`src/rtl/ps2_pkg.sv`:
```
// Shared types and constants for the PS/2 host transmitter and receiver.
package ps2_pkg;

   // Transmitter sequencing states
   typedef enum logic [2:0] {
      IDLE,
      INHIBIT,
      RTS,
      WAIT_CLK,
      SEND,
      ACK,
      WAIT_IDLE
   } state_t;

   // Command completion status
   typedef enum logic [1:0] {
      ERR_OK     = 2'b00,
      ERR_START  = 2'b01,
      ERR_XFER   = 2'b10,
      ERR_NOACK  = 2'b11
   } err_t;

   localparam int unsigned CNT_W      = 19;
   localparam int unsigned FILT_DEPTH = 4;
   localparam int unsigned FRAME_W    = 10;
   localparam int unsigned IDX_W      = 4;

   // Default timing at a 25.175 MHz pixel clock
   localparam int unsigned DEF_INHIBIT_CYCLES = 2600;
   localparam int unsigned DEF_RTS_CYCLES     = 64;
   localparam int unsigned DEF_START_TIMEOUT  = 378000;
   localparam int unsigned DEF_XFER_TIMEOUT   = 50400;

   localparam logic [7:0] CMD_RESET        = 8'hFF;
   localparam logic [7:0] CMD_ENABLE       = 8'hF4;
   localparam logic [7:0] CMD_SET_DEFAULTS = 8'hF6;

   // Odd parity bit: total number of ones in data plus parity is odd
   function automatic logic odd_parity(input logic [7:0] d);
      return ~^d;
   endfunction

   // States belonging to the device-clocked part of the command
   function automatic logic is_xfer(input state_t s);
      return (s == SEND) || (s == ACK) || (s == WAIT_IDLE);
   endfunction

endpackage

```
`src/rtl/ps2_line_filter.sv`:
```
// Synchronizer and hysteresis filter for one PS/2 line, with a falling-edge pulse.
module ps2_line_filter
   import ps2_pkg::*;
(
   input  logic clk,
   input  logic rst_n,
   input  logic pin,
   output logic level,
   output logic fall
);

   logic [1:0]            sync;
   logic [FILT_DEPTH-1:0] hist;

   // Two-flop sync, sample history, level flips only after a full run of equal samples
   always_ff @(posedge clk or negedge rst_n) begin
      if (!rst_n) begin
         sync  <= '1;
         hist  <= '1;
         level <= 1'b1;
         fall  <= 1'b0;
      end else begin
         sync <= {sync[0], pin};
         hist <= {hist[FILT_DEPTH-2:0], sync[1]};
         fall <= 1'b0;
         if (level && (hist == '0)) begin
            level <= 1'b0;
            fall  <= 1'b1;
         end else if (!level && (hist == '1)) begin
            level <= 1'b1;
         end
      end
   end

endmodule

```
`src/rtl/ps2_host_tx.sv`:
```
// PS/2 host-to-device command transmitter: inhibit, request-to-send, shift out, ACK check.
module ps2_host_tx
   import ps2_pkg::*;
#(
   parameter int unsigned INHIBIT_CYCLES = DEF_INHIBIT_CYCLES,
   parameter int unsigned RTS_CYCLES     = DEF_RTS_CYCLES,
   parameter int unsigned START_TIMEOUT  = DEF_START_TIMEOUT,
   parameter int unsigned XFER_TIMEOUT   = DEF_XFER_TIMEOUT
) (
   input  logic       clk,
   input  logic       rst_n,
   input  logic       tx_valid,
   input  logic [7:0] tx_data,
   output logic       tx_ready,
   input  logic       ps2_clk_in,
   input  logic       ps2_data_in,
   output logic       ps2_clk_oe,
   output logic       ps2_data_oe,
   output logic       rx_inhibit,
   output logic       done,
   output logic [1:0] err
);

   state_t               state, state_nxt;
   logic [CNT_W-1:0]     cnt;
   logic                 cnt_clr;
   logic [IDX_W-1:0]     bit_idx, bit_idx_nxt;
   logic                 ack_bad, ack_bad_nxt;
   logic [FRAME_W-1:0]   frame;
   logic                 finish;
   logic [1:0]           err_code;
   logic                 accept;

   logic                 clk_level, clk_fall;
   logic                 data_level, data_fall_unused;

   logic                 tx_ready_nxt, rx_inhibit_nxt, done_nxt;
   logic                 clk_oe_nxt, data_oe_nxt;
   logic [1:0]           err_nxt;

   ps2_line_filter u_clk_filt (
      .clk   (clk),
      .rst_n (rst_n),
      .pin   (ps2_clk_in),
      .level (clk_level),
      .fall  (clk_fall)
   );

   ps2_line_filter u_data_filt (
      .clk   (clk),
      .rst_n (rst_n),
      .pin   (ps2_data_in),
      .level (data_level),
      .fall  (data_fall_unused)
   );

   assign accept = (state == IDLE) && tx_valid;

   // State, counter, frame and registered outputs
   always_ff @(posedge clk or negedge rst_n) begin
      if (!rst_n) begin
         state       <= IDLE;
         cnt         <= '0;
         bit_idx     <= '0;
         ack_bad     <= 1'b0;
         frame       <= '0;
         tx_ready    <= 1'b1;
         rx_inhibit  <= 1'b0;
         ps2_clk_oe  <= 1'b0;
         ps2_data_oe <= 1'b0;
         done        <= 1'b0;
         err         <= ERR_OK;
      end else begin
         state       <= state_nxt;
         cnt         <= cnt_clr ? '0 : cnt + CNT_W'(1);
         bit_idx     <= bit_idx_nxt;
         ack_bad     <= ack_bad_nxt;
         if (accept) begin
            frame <= {1'b1, odd_parity(tx_data), tx_data};
         end
         tx_ready    <= tx_ready_nxt;
         rx_inhibit  <= rx_inhibit_nxt;
         ps2_clk_oe  <= clk_oe_nxt;
         ps2_data_oe <= data_oe_nxt;
         done        <= done_nxt;
         err         <= err_nxt;
      end
   end

   // Next-state, bit index, ACK capture and completion detection
   always_comb begin
      state_nxt   = state;
      bit_idx_nxt = bit_idx;
      ack_bad_nxt = ack_bad;
      finish      = 1'b0;
      err_code    = err;
      if (done) begin
         state_nxt = IDLE;
      end else begin
         case (state)
            IDLE: begin
               if (tx_valid) begin
                  state_nxt   = INHIBIT;
                  ack_bad_nxt = 1'b0;
               end
            end
            INHIBIT: begin
               if (cnt == CNT_W'(INHIBIT_CYCLES - 1)) state_nxt = RTS;
            end
            RTS: begin
               if (cnt == CNT_W'(RTS_CYCLES - 1)) state_nxt = WAIT_CLK;
            end
            WAIT_CLK: begin
               if (clk_fall) begin
                  state_nxt   = SEND;
                  bit_idx_nxt = '0;
               end else if (cnt == CNT_W'(START_TIMEOUT - 1)) begin
                  finish   = 1'b1;
                  err_code = ERR_START;
               end
            end
            SEND, ACK, WAIT_IDLE: begin
               if (cnt == CNT_W'(XFER_TIMEOUT - 1)) begin
                  finish   = 1'b1;
                  err_code = ack_bad ? ERR_NOACK : ERR_XFER;
               end else if (state == SEND) begin
                  if (clk_fall) begin
                     bit_idx_nxt = bit_idx + IDX_W'(1);
                     if (bit_idx == IDX_W'(FRAME_W - 2)) state_nxt = ACK;
                  end
               end else if (state == ACK) begin
                  if (clk_fall) begin
                     ack_bad_nxt = data_level;
                     state_nxt   = WAIT_IDLE;
                  end
               end else begin
                  if (clk_level && data_level) begin
                     finish   = 1'b1;
                     err_code = ack_bad ? ERR_NOACK : ERR_OK;
                  end
               end
            end
            default: state_nxt = IDLE;
         endcase
      end
      // The transfer phase is one timed interval, so the counter keeps running across it
      cnt_clr = (state_nxt == IDLE) ||
                ((state_nxt != state) && !(is_xfer(state) && is_xfer(state_nxt)));
   end

   // Output values for the coming cycle, derived from the next state
   always_comb begin
      tx_ready_nxt   = (state_nxt == IDLE);
      rx_inhibit_nxt = (state_nxt != IDLE);
      done_nxt       = finish;
      err_nxt        = finish ? err_code : err;
      clk_oe_nxt     = 1'b0;
      data_oe_nxt    = 1'b0;
      if (!finish) begin
         case (state_nxt)
            INHIBIT:  clk_oe_nxt = 1'b1;
            RTS: begin
               clk_oe_nxt  = 1'b1;
               data_oe_nxt = 1'b1;
            end
            WAIT_CLK: data_oe_nxt = 1'b1;
            SEND:     data_oe_nxt = ~frame[bit_idx_nxt];
            default:  data_oe_nxt = 1'b0;
         endcase
      end
   end

endmodule

```
`config.mk`:
```
export PLATFORM = sky130hd
export DESIGN_NAME = ps2_host_tx
export DESIGN_NICKNAME = d
export VERILOG_FILES = /design/src/rtl/ps2_pkg.sv /design/src/rtl/ps2_line_filter.sv /design/src/rtl/ps2_host_tx.sv
export SDC_FILE = /design/constraint.sdc
export NUM_CORES = 1
export LEC_CHECK = 0
export ABC_AREA = 1
export BUFFER_PORTS_ARGS = -buffer_cell sky130_fd_sc_hd__buf_4
export CAP_MARGIN = 10
export CORE_MARGIN = 5
export CORE_UTILIZATION = 55
export CTS_BUF_LIST = sky130_fd_sc_hd__clkbuf_4 sky130_fd_sc_hd__clkbuf_8
export DETAILED_ROUTE_END_ITERATION = 6
export GPL_ROUTABILITY_DRIVEN = 0
export PLACE_DENSITY = 0.72
export REMOVE_ABC_BUFFERS = 1
export SLEW_MARGIN = 20
export SYNTH_ARGS = -nofsm -noshare
export SYNTH_HDL_FRONTEND = slang
export SYNTH_SLANG_ARGS = --single-unit
```
`constraint.sdc`:
```
create_clock -name clk -period 5.1 [get_ports clk]
set_input_delay 1.275 -clock clk [delete_from_list [all_inputs] [get_ports clk]]
set_output_delay 1.275 -clock clk [all_outputs]
set_load 0.01 [all_outputs]
```
==> results.ini, run 1 <==
[sta]
fmax_mhz=409
setup_tns_ns=0
slew_headroom_pct=51.5
slew_viol_final=0
fin_worst_skew_ns=0.00800
min_period_over_period_pct=47.9
worst_slack_ns=2.66
period_needed_ns=2.44
tightest_slew_ns=0.725
rsz0062_at_grt=no
setup_viol=0
report.final.hold_viol_count=0
holdWs_ns=0.350

[synth]
synth_xor_xnor_area_share_pct=6.22
syn-mean-instance-area_um2=8.29
synth_area_leaders=dfrtp_1 (34%), dfstp_2 (12%), nand2_1 (7.5%)
synthArstFlopShare_pct=100
synth.distinct_cells=41
netlist.area_leader.share_pct=34.0
synth_top_area_cell=dfrtp_1
synth_simple_gate_area_share_pct=30.2
yosysWarnings=0
muxShareOfSynthArea_pct=0.695
yosys_register_bits=59
synth_top_family_by_area=simple AND/OR/NAND/NOR gates
ys_seq_area_share_pct=46.1
synth_edf_count=0
synth_compound_area_share_pct=6.68
syn_area_um2=3240
synth_adder_area_share_pct=1.54
synthCells=391
synth_ff_type=dfrtp_1

[critical_path]
cp-start-kind=input port
worst-path-stages=4
crit_arrival_ns=2.68
ff2ff_setup_slack_ns=2.85
ff2ff_path_depth=18
cp_slowest_stage_delay_ns=0.51
path_cells=buf_4 > nand3_1 > a211oi_1 > mux2_2
critPathBufInv=1
r2r_end=cnt[0]
cp_slowest_cell=nand3_1
r2r-start=cnt[0]
critPathCapture=ack_bad
endpoint_kind=flop
crit_required_ns=5.34
path_delay_family=simple AND/OR/NAND/NOR gates
setup.worst_path.class=in -> reg
cp-startpoint=tx_valid
cp_max_fo=19

[placement]
dp_slack_ns=2.32
io_buffers=19
dp_hpwl_um=4480

[clocking]
postCtsSetupBuffers=0
cts_tree=yes
cts.sinks=59
clockBufferDepth=2
clk_latency_ns=0.35
ctsHoldBuffers=0
cts-root-buf=clkbuf_8
cts_buffers=9
cts.repair.resized=0
htreeDepth=3
clk_pin_slew_worst_paths_ns=0.07

[pwr]
power_per_cell_area_nw_per_um2=323
cellLeakagePower_nw=1.66
vdd_ir_drop_max_mv=0.263

[grt]
use_met2_pct=31.9
grt.met3_usage_pct=6.37
grt_pass1_wl_um=11400
grtUsageMet1_pct=24.4
antenna_found_initial=0
grt_busiest_layer=met2
grt_pass1_vias=2537
grt_max_degree=60
grt_usage_pct=19.8
overflow=0

[final_layout]
nets=432
drive_above_1_share_pct=23.3
antenna_cells=0
area_delta_synth_final_pct=12.6
fillers=524

[drt]
drt-initial-drc-count=221
vias=2529
wl_um=6220
postRouteAntennaNets=0
drc=0
drt-vias-per-instance=5.11
drtPass1Iterations=4
wl_per_cell_um=12.6

[die]
dieArea_um2=7530
die-height_um=86.8
core-area_um2=5820
io_pins=20
rows=28
start_util_pct=55.7
fp.dieW_um=86.8

[flow_run]
maxCapViolations=0

[min_path]
hold_path_class=reg -> reg
holdCritStartpoint=u_clk_filt.sync[0]

[status]
status=completed

[layout make-up]
| type | count | area, um^2 | share of cell area (%) |
|---|---|---|---|
| Inverter | 59 | 223 | 6.10 |
| Multi-Input combinational cell | 267 | 1470 | 40.2 |
| Clock buffer | 10 | 138 | 3.77 |
| Sequential cell | 59 | 1500 | 41.0 |
| Clock inverter | 6 | 88.8 | 2.43 |
| Tap cell | 75 | 93.8 | 2.57 |
| Timing Repair Buffer | 19 | 143 | 3.91 |
[state kept, by name (all words and copies together), names as in the netlist, 2 cells and up]
signal,count
cnt,19
u_clk_filt.hist,4
frame,10
u_data_filt.hist,4
bit_idx,4
u_clk_filt.sync,2
u_data_filt.sync,2
state,3
err,2
[layer usage]
metal	wire length [um]	up-vias
li1	-	1305
met1	2860	1186
met5	0	-
met3	246	9
met2	3000	29
met4	115	0
[power by group]
group,internal [mW],total (mW),switching (mW)
clock,0.288,0.478,0.190
combinational,0.0590,0.146,0.0869
sequential,0.524,0.554,0.0299
[placed cells by master (no fill, tap or decap), types with 2 or more instances in the layout]
cell type   instances
nand2_1            65
inv_1              47
dfrtp_1            44
nor2_1             42
nand3_1            35
buf_4              19
xor2_1             15
dfstp_2            15
nor2_2             14
o21ai_0            14
nand2_2            12
a21oi_1            12
nand4_1            11
clkbuf_8           10
inv_2               9
nor3_1              8
xnor2_1             8
ha_1                4
nor2_4              3
a31oi_1             3
o21ai_1             3
clkinv_2            2
nor3_2              2
clkinv_1            2
nor4_1              2
mux2_2              2
bufinv_16           2
clkinvlp_4          2
[metrics by stage]
step	std cells	area [um^2]	util (%)	total power, mW
final	495	3650	62.7	1.18
after floorplan	385	3190	-	0.658
after CTS	495	3650	62.7	1.20
after detailed placement	479	3420	58.8	0.711
after global placement	479	3420	58.8	0.702
after global routing	495	3650	62.7	1.24
[worst reg2reg max path: stages (launching register included)]
cell      delay, ns
dfrtp_1        0.40
ha_1           0.22
nand2_2        0.10
nor2_4         0.16
nand2_2        0.09
clkinv_2       0.06
nand3_4        0.11
inv_2          0.11
nand2_1        0.06
nand3_1        0.09
nand2_1        0.08
nand2_2        0.09
nand2_1        0.06
nand2_1        0.06
inv_1          0.04
nand2_1        0.06
nand2_2        0.06
nand2_4        0.22
nor2_1         0.08
[Yosys cell counts, types with 3 or more instances]
library cell	instances
nor2_2	14
dfstp_2	15
nor2_1	42
ha_1	4
inv_1	47
o21ai_0	14
nor2_4	3
nand3_1	35
o21ai_1	3
nand4_1	11
xnor2_1	8
nor3_1	8
a21oi_1	12
inv_2	9
xor2_1	15
a31oi_1	3
nand2_2	12
dfrtp_1	44
nand2_1	65
[logic make-up after synthesis]
family,after synthesis
multiplexers,2
AO/OA/AOI/OAI,38
flip-flops,59
AND/OR/NAND/NOR,200
XOR/XNOR,23
buffers and inverters,65
adder cells (fa/ha/maj),4
[how the worst min path moves through the flow]
stage                          to  slack (ns)  depth (start not counted)
6_report       u_clk_filt.sync[1]        0.35                          0
5_1_grt        u_clk_filt.sync[1]        0.36                          0
4_1_cts        u_clk_filt.sync[1]        0.35                          0
3_5_place_dp   u_clk_filt.sync[1]        0.35                          0
3_3_place_gp   u_clk_filt.hist[0]        0.35                          0
2_1_floorplan  u_clk_filt.hist[0]        0.35                          0
(Power assumes the default switching activity.)
==> run 2: changes to the inputs <==
--- a/config.mk
+++ b/config.mk
@@ -5,7 +5,7 @@
 export SDC_FILE = /design/constraint.sdc
 export NUM_CORES = 1
 export LEC_CHECK = 0
-export ABC_AREA = 1
+export ABC_AREA = 0
 export BUFFER_PORTS_ARGS = -buffer_cell sky130_fd_sc_hd__buf_4
 export CAP_MARGIN = 10
 export CORE_MARGIN = 5
==> constraint.sdc (replaced) <==
create_clock -name clk -period 2.3 [get_ports clk]
set_input_delay 0.575 -clock clk [delete_from_list [all_inputs] [get_ports clk]]
set_output_delay 0.575 -clock clk [all_outputs]
set_load 0.01 [all_outputs]
==> results.ini, run 2 <==
[sta]
min_period_over_period_pct=104
tightest_slew_ns=0.717
worst_slack_ns=-0.0853
report.final.hold_viol_count=0
slew_viol_final=0
rsz0062_at_grt=yes
holdWs_ns=0.296
setup_viol=15
slew_headroom_pct=52.2
period_needed_ns=2.39
fin_worst_skew_ns=0.0108
setup_tns_ns=-0.219
fmax_mhz=419

[clocking]
cts-root-buf=clkbuf_8
clk_pin_slew_worst_paths_ns=0.07
cts_buffers=9
ctsHoldBuffers=0
clockBufferDepth=2
cts.sinks=59
cts_tree=yes
htreeDepth=3
clk_latency_ns=0.34

[min_path]
hold_path_class=in -> async

[critical_path]
endpoint_kind=flop
crit_required_ns=2.55
setup.worst_path.class=reg -> reg
ff2ff_path_depth=10
r2r_end=ps2_data_oe
crit_arrival_ns=2.63
cp_max_fo=5
ff2ff_setup_slack_ns=-0.09
r2r-start=cnt[1]
cp-start-kind=flop

[placement]
dp_hpwl_um=4920
io_buffers=19
place_area_um2=3660

[synth]
synth.distinct_cells=56
yosysMostFrequentCell=dfrtp_1
synth_top_area_cell=dfrtp_1
syn-mean-instance-area_um2=10.7
yosysWarnings=0
synthCells=279
netlist.area_leader.share_pct=36.7
synth_ff_type=dfrtp_1
yosys_register_bits=59
syn_area_um2=3000
synth_area_leaders=dfrtp_1 (37%), dfstp_2 (13%), nor2_1 (4.4%)
synth_edf_count=0
ys_seq_area_share_pct=49.9
synthTopCellsByCount=dfrtp_1 (44), nor2_1 (35), nand2_1 (17)
synthArstFlopShare_pct=100

[final_layout]
drive_above_1_share_pct=46.8
fillers=350
design_area_um2=4020
final_common_cell=buf_4
antenna_cells=0
reg_top3=cnt: 19 flops, frame: 10 flops
area_delta_synth_final_pct=34.0
top_register=cnt
nets=384
final_cell_mix=buf_4 (83), dfrtp_1 (43), nor2_1 (24), nand2_1 (17), dfstp_2 (15)
largest_reg_flops=19

[die]
rows=26
io_pins=20
start_util_pct=57.6
core-area_um2=5200
dieArea_um2=7030
fp.dieW_um=83.8
die-height_um=83.8

[grt]
grt_usage_pct=21.6
grt_pass1_wl_um=12200
grt.met3_usage_pct=5.63
antenna_found_initial=0
grtUsageMet1_pct=28.8
grt_busiest_layer=met2
overflow=0
use_met2_pct=34.3
grt_pass1_vias=2545
grt_max_degree=60

[pwr]
power.internal_mw=1.83
seqPwrFrac_pct=48.5
switching_power_uw=698
p_clk_share_pct=32.4
sw_frac_of_total_pct=27.6
cellLeakagePower_nw=1.82
vdd_ir_drop_max_mv=0.451
pwr-share-comb_pct=19.0
power_per_cell_area_nw_per_um2=628

[drt]
postRouteAntennaNets=0
drt-vias-per-instance=5.66
vias=2502
drt-initial-drc-count=120
wl_um=7030
wl_per_cell_um=15.9
drc=0
drtPass1Iterations=5

[status]
status=complete, but fails checks
failed_checks=negative setup slack

[flow_run]
maxCapViolations=0

==> run 2: cell type report <==
type / count / area (um^2) / area share [%]
inverters: 8 / 30.0 / 0.747
multi-input cells: 204 / 1580 / 39.2
clock inverters: 5 / 30.0 / 0.747
well taps: 70 / 87.6 / 2.18
repair buffers: 85 / 654 / 16.3
clock buffers: 11 / 145 / 3.61
flip-flops and latches: 59 / 1500 / 37.2
==> run 2: worst max-delay path by stage <==
stage,end,startpoint,slack (ns),cells after the start
2_1_floorplan,ps2_data_oe,cnt[0],-0.23,9
3_3_place_gp,cnt[9],state[0],-0.11,10
3_5_place_dp,cnt[15],state[0],-0.15,10
4_1_cts,ps2_data_oe,cnt[1],-0.01,10
5_1_grt,ps2_data_oe,cnt[0],-0.23,10
6_report,ps2_data_oe,cnt[1],-0.09,10
==> run 2: worst max-delay path, stage by stage (launching register included) <==
cell	delay, ns
dfrtp_1	0.36
ha_2	0.19
and3_4	0.18
and4_4	0.24
nand2_4	0.07
mux2i_2	0.16
or3_4	0.39
buf_6	0.15
mux2i_2	0.19
a211oi_2	0.11
nor4_2	0.26
==> run 2: what timing repair did <==
action	in CTS	in global routing
setup buffers	4	0
setup endpoints to repair	20	21
endpoints found under the hold margin	0	0
gates resized for setup	19	20
pin swaps	11	1
==> run 2: cells by family (layout without fill, tap and decap cells) <==
family | after synthesis | count (layout) | share of synthesized area (%)
AOI/OAI and AO/OA | 39 | 39 | 9.76
buffers and inverters | 16 | 109 | 2.71
muxes | 14 | 14 | 5.38
adders and majority gates | 4 | 4 | 1.67
DFF | 59 | 59 | 49.9
xor gates and xnor gates | 26 | 26 | 7.59
and+or+nand+nor | 121 | 121 | 23.0
==> run 2: metal layers <==
metal	routed length (um)	share of wire (%)
met1	2990	43
met2	3440	49
met3	514	7.3
met4	85	1.2
met5	0	0
==> run 2: stage by stage <==
step / worst slack [ns] / total power, mW / utilization [%] / std cells
final: -0.0853 / 2.53 / 77.2 / 442
after global routing: -0.229 / 2.66 / 77.2 / 442
after CTS: -0.0143 / 2.51 / 75.8 / 442
after detailed placement: -0.147 / 1.66 / 70.2 / 422
after global placement: -0.111 / 1.64 / 70.2 / 422
after floorplan: -0.228 / 1.45 / - / 271
==> run 2: power by group through the flow <==
stage               clock [mW]  sequential (mW)  combinational, mW
detailed placement           0             1.23              0.430
global route             0.892             1.24              0.531
CTS                      0.836             1.22              0.455
finish                   0.820             1.23              0.480
global placement             0             1.23              0.409
floorplan                    0             1.24              0.208
==> run 3: changes to the inputs <==
==> constraint.sdc (replaced) <==
create_clock -name clk -period 3.02 [get_ports clk]
set_input_delay 0.755 -clock clk [delete_from_list [all_inputs] [get_ports clk]]
set_output_delay 0.755 -clock clk [all_outputs]
set_load 0.01 [all_outputs]
==> results.ini, run 3 (synthesized netlist as in run 2, its figures left out) <==
[clocking]
clk_pin_slew_worst_paths_ns=0.07
htreeDepth=3
ctsHoldBuffers=0
cts_tree=yes
cts_buffers=9
cts-root-buf=clkbuf_8
cts.sinks=59
postCtsSetupBuffers=0
cts.repair.resized=0
clk_latency_ns=0.34
clockBufferDepth=2

[flow_run]
maxCapViolations=0

[critical_path]
crit_arrival_ns=2.95
cp-start-kind=flop
endpoint_kind=flop
cp_max_fo=6
crit_required_ns=3.27
setup.worst_path.class=reg -> reg

[drt]
drt-vias-per-instance=5.81
drt-initial-drc-count=269
postRouteAntennaNets=0
drtPass1Iterations=4
drc=0
wl_um=6130
vias=2212
wl_per_cell_um=16.1

[placement]
place_area_um2=3230
dp_hpwl_um=4300
io_buffers=19

[pwr]
pwr-share-comb_pct=10.4
cellLeakagePower_nw=1.51
seqPwrFrac_pct=47.1
p_clk_share_pct=42.4
power.internal_mw=1.53
vdd_ir_drop_max_mv=0.581
power_per_cell_area_nw_per_um2=589
sw_frac_of_total_pct=25.0
switching_power_uw=510

[final_layout]
design_area_um2=3470
reg_top3=cnt: 19 flops, frame: 10 flops
fin_util_pct=66.6
final_common_cell=dfrtp_1
drive_above_1_share_pct=27.0
antenna_cells=0
top_register=cnt
largest_reg_flops=19
final_cell_mix=dfrtp_1 (44), nor2_1 (35), buf_4 (23), nand2_1 (17), dfstp_2 (15)
nets=323
area_delta_synth_final_pct=15.6

[min_path]
hold_path_class=reg -> reg

[sta]
setup_viol=0
slew_headroom_pct=43.8
report.final.hold_viol_count=0
period_needed_ns=2.70
setup_tns_ns=0
fmax_mhz=370
tightest_slew_ns=0.834
min_period_over_period_pct=89.6
slew_viol_final=0
fin_worst_skew_ns=0.00515
rsz0062_at_grt=no

[grt]
antenna_found_initial=0
grt_pass1_vias=2219
grt_max_degree=60
overflow=0
grt_usage_pct=19.1
grt_pass1_wl_um=10800

[die]
die-height_um=83.8
fp.dieW_um=83.8
rows=26
dieArea_um2=7030
io_pins=20
start_util_pct=57.6
core-area_um2=5200

[status]
status=completed

-- run 3: cell types whose count changed in the layout (fill, tap and decap cells not counted), moves of 3 or more --
cell       change
a211oi_1       +4
nor2_1        +11
nor2_2        -10
nor3_1         +3
nor4b_2        -3
buf_4         -60
nor4b_1        +3
bufinv_16      +3
-- run 3: cell type report --
cell class | instances | area, um^2
fill | 419 | 1740
clock inverter | 7 | 116
timing repair buffer | 24 | 193
tap | 70 | 87.6
inverter | 8 | 30.0
multi-input combinational | 204 | 1420
sequential | 59 | 1500
clock buffer | 9 | 124
-- run 3: worst paths after layout --
check                                     from                   to  slack, ns  cells after the start
min                        u_data_filt.sync[1]  u_data_filt.hist[0]       0.36                      0
min reg2reg                u_data_filt.sync[1]  u_data_filt.hist[0]       0.36                      0
min in group asynchronous                rst_n              cnt[16]       0.47                      1
max reg2reg                             cnt[0]          ps2_data_oe       0.32                      9
max in group asynchronous                rst_n             frame[8]       2.08                      1
max                                     cnt[0]          ps2_data_oe       0.32                      9
-- run 3: metrics by stage --
| stage | hold slack, ns | std cells | worst slack [ns] | power [mW] |
|---|---|---|---|---|
| floorplan | 0.345 | 271 | 0.492 | 1.11 |
| global placement | 0.346 | 365 | 0.408 | 1.17 |
| CTS | 0.358 | 381 | 0.312 | 2.06 |
| global route | 0.365 | 381 | 0.171 | 2.14 |
| detailed placement | 0.348 | 365 | 0.331 | 1.18 |
| finish | 0.357 | 381 | 0.315 | 2.04 |
-- run 3: per-layer routing --
metal | up-vias | track usage [%] | wire [um]
met5 | - | 0 | 0
met1 | 1094 | 26.7 | 2880
met3 | 8 | 4.54 | 312
met2 | 55 | 28.6 | 2860
li1 | 1055 | - | -
met4 | 0 | 7.60 | 81
-- run 3: power by group through the flow --
stage | Combinational [mW] | Sequential (mW) | Clock (mW)
final | 0.213 | 0.962 | 0.867
after global routing | 0.245 | 0.977 | 0.917
after CTS | 0.219 | 0.960 | 0.882
after detailed placement | 0.211 | 0.973 | 0
after global placement | 0.205 | 0.969 | 0
after floorplan | 0.159 | 0.946 | 0
-- run 3: worst max-delay path, cell delays in order, from the launching register on --
cell	delay (ns)
dfrtp_1	0.39
ha_1	0.21
and3_2	0.22
and4_4	0.26
nand2_4	0.09
and3_4	0.16
or3_1	0.48
mux2_4	0.34
a41o_1	0.24
nor4_2	0.23
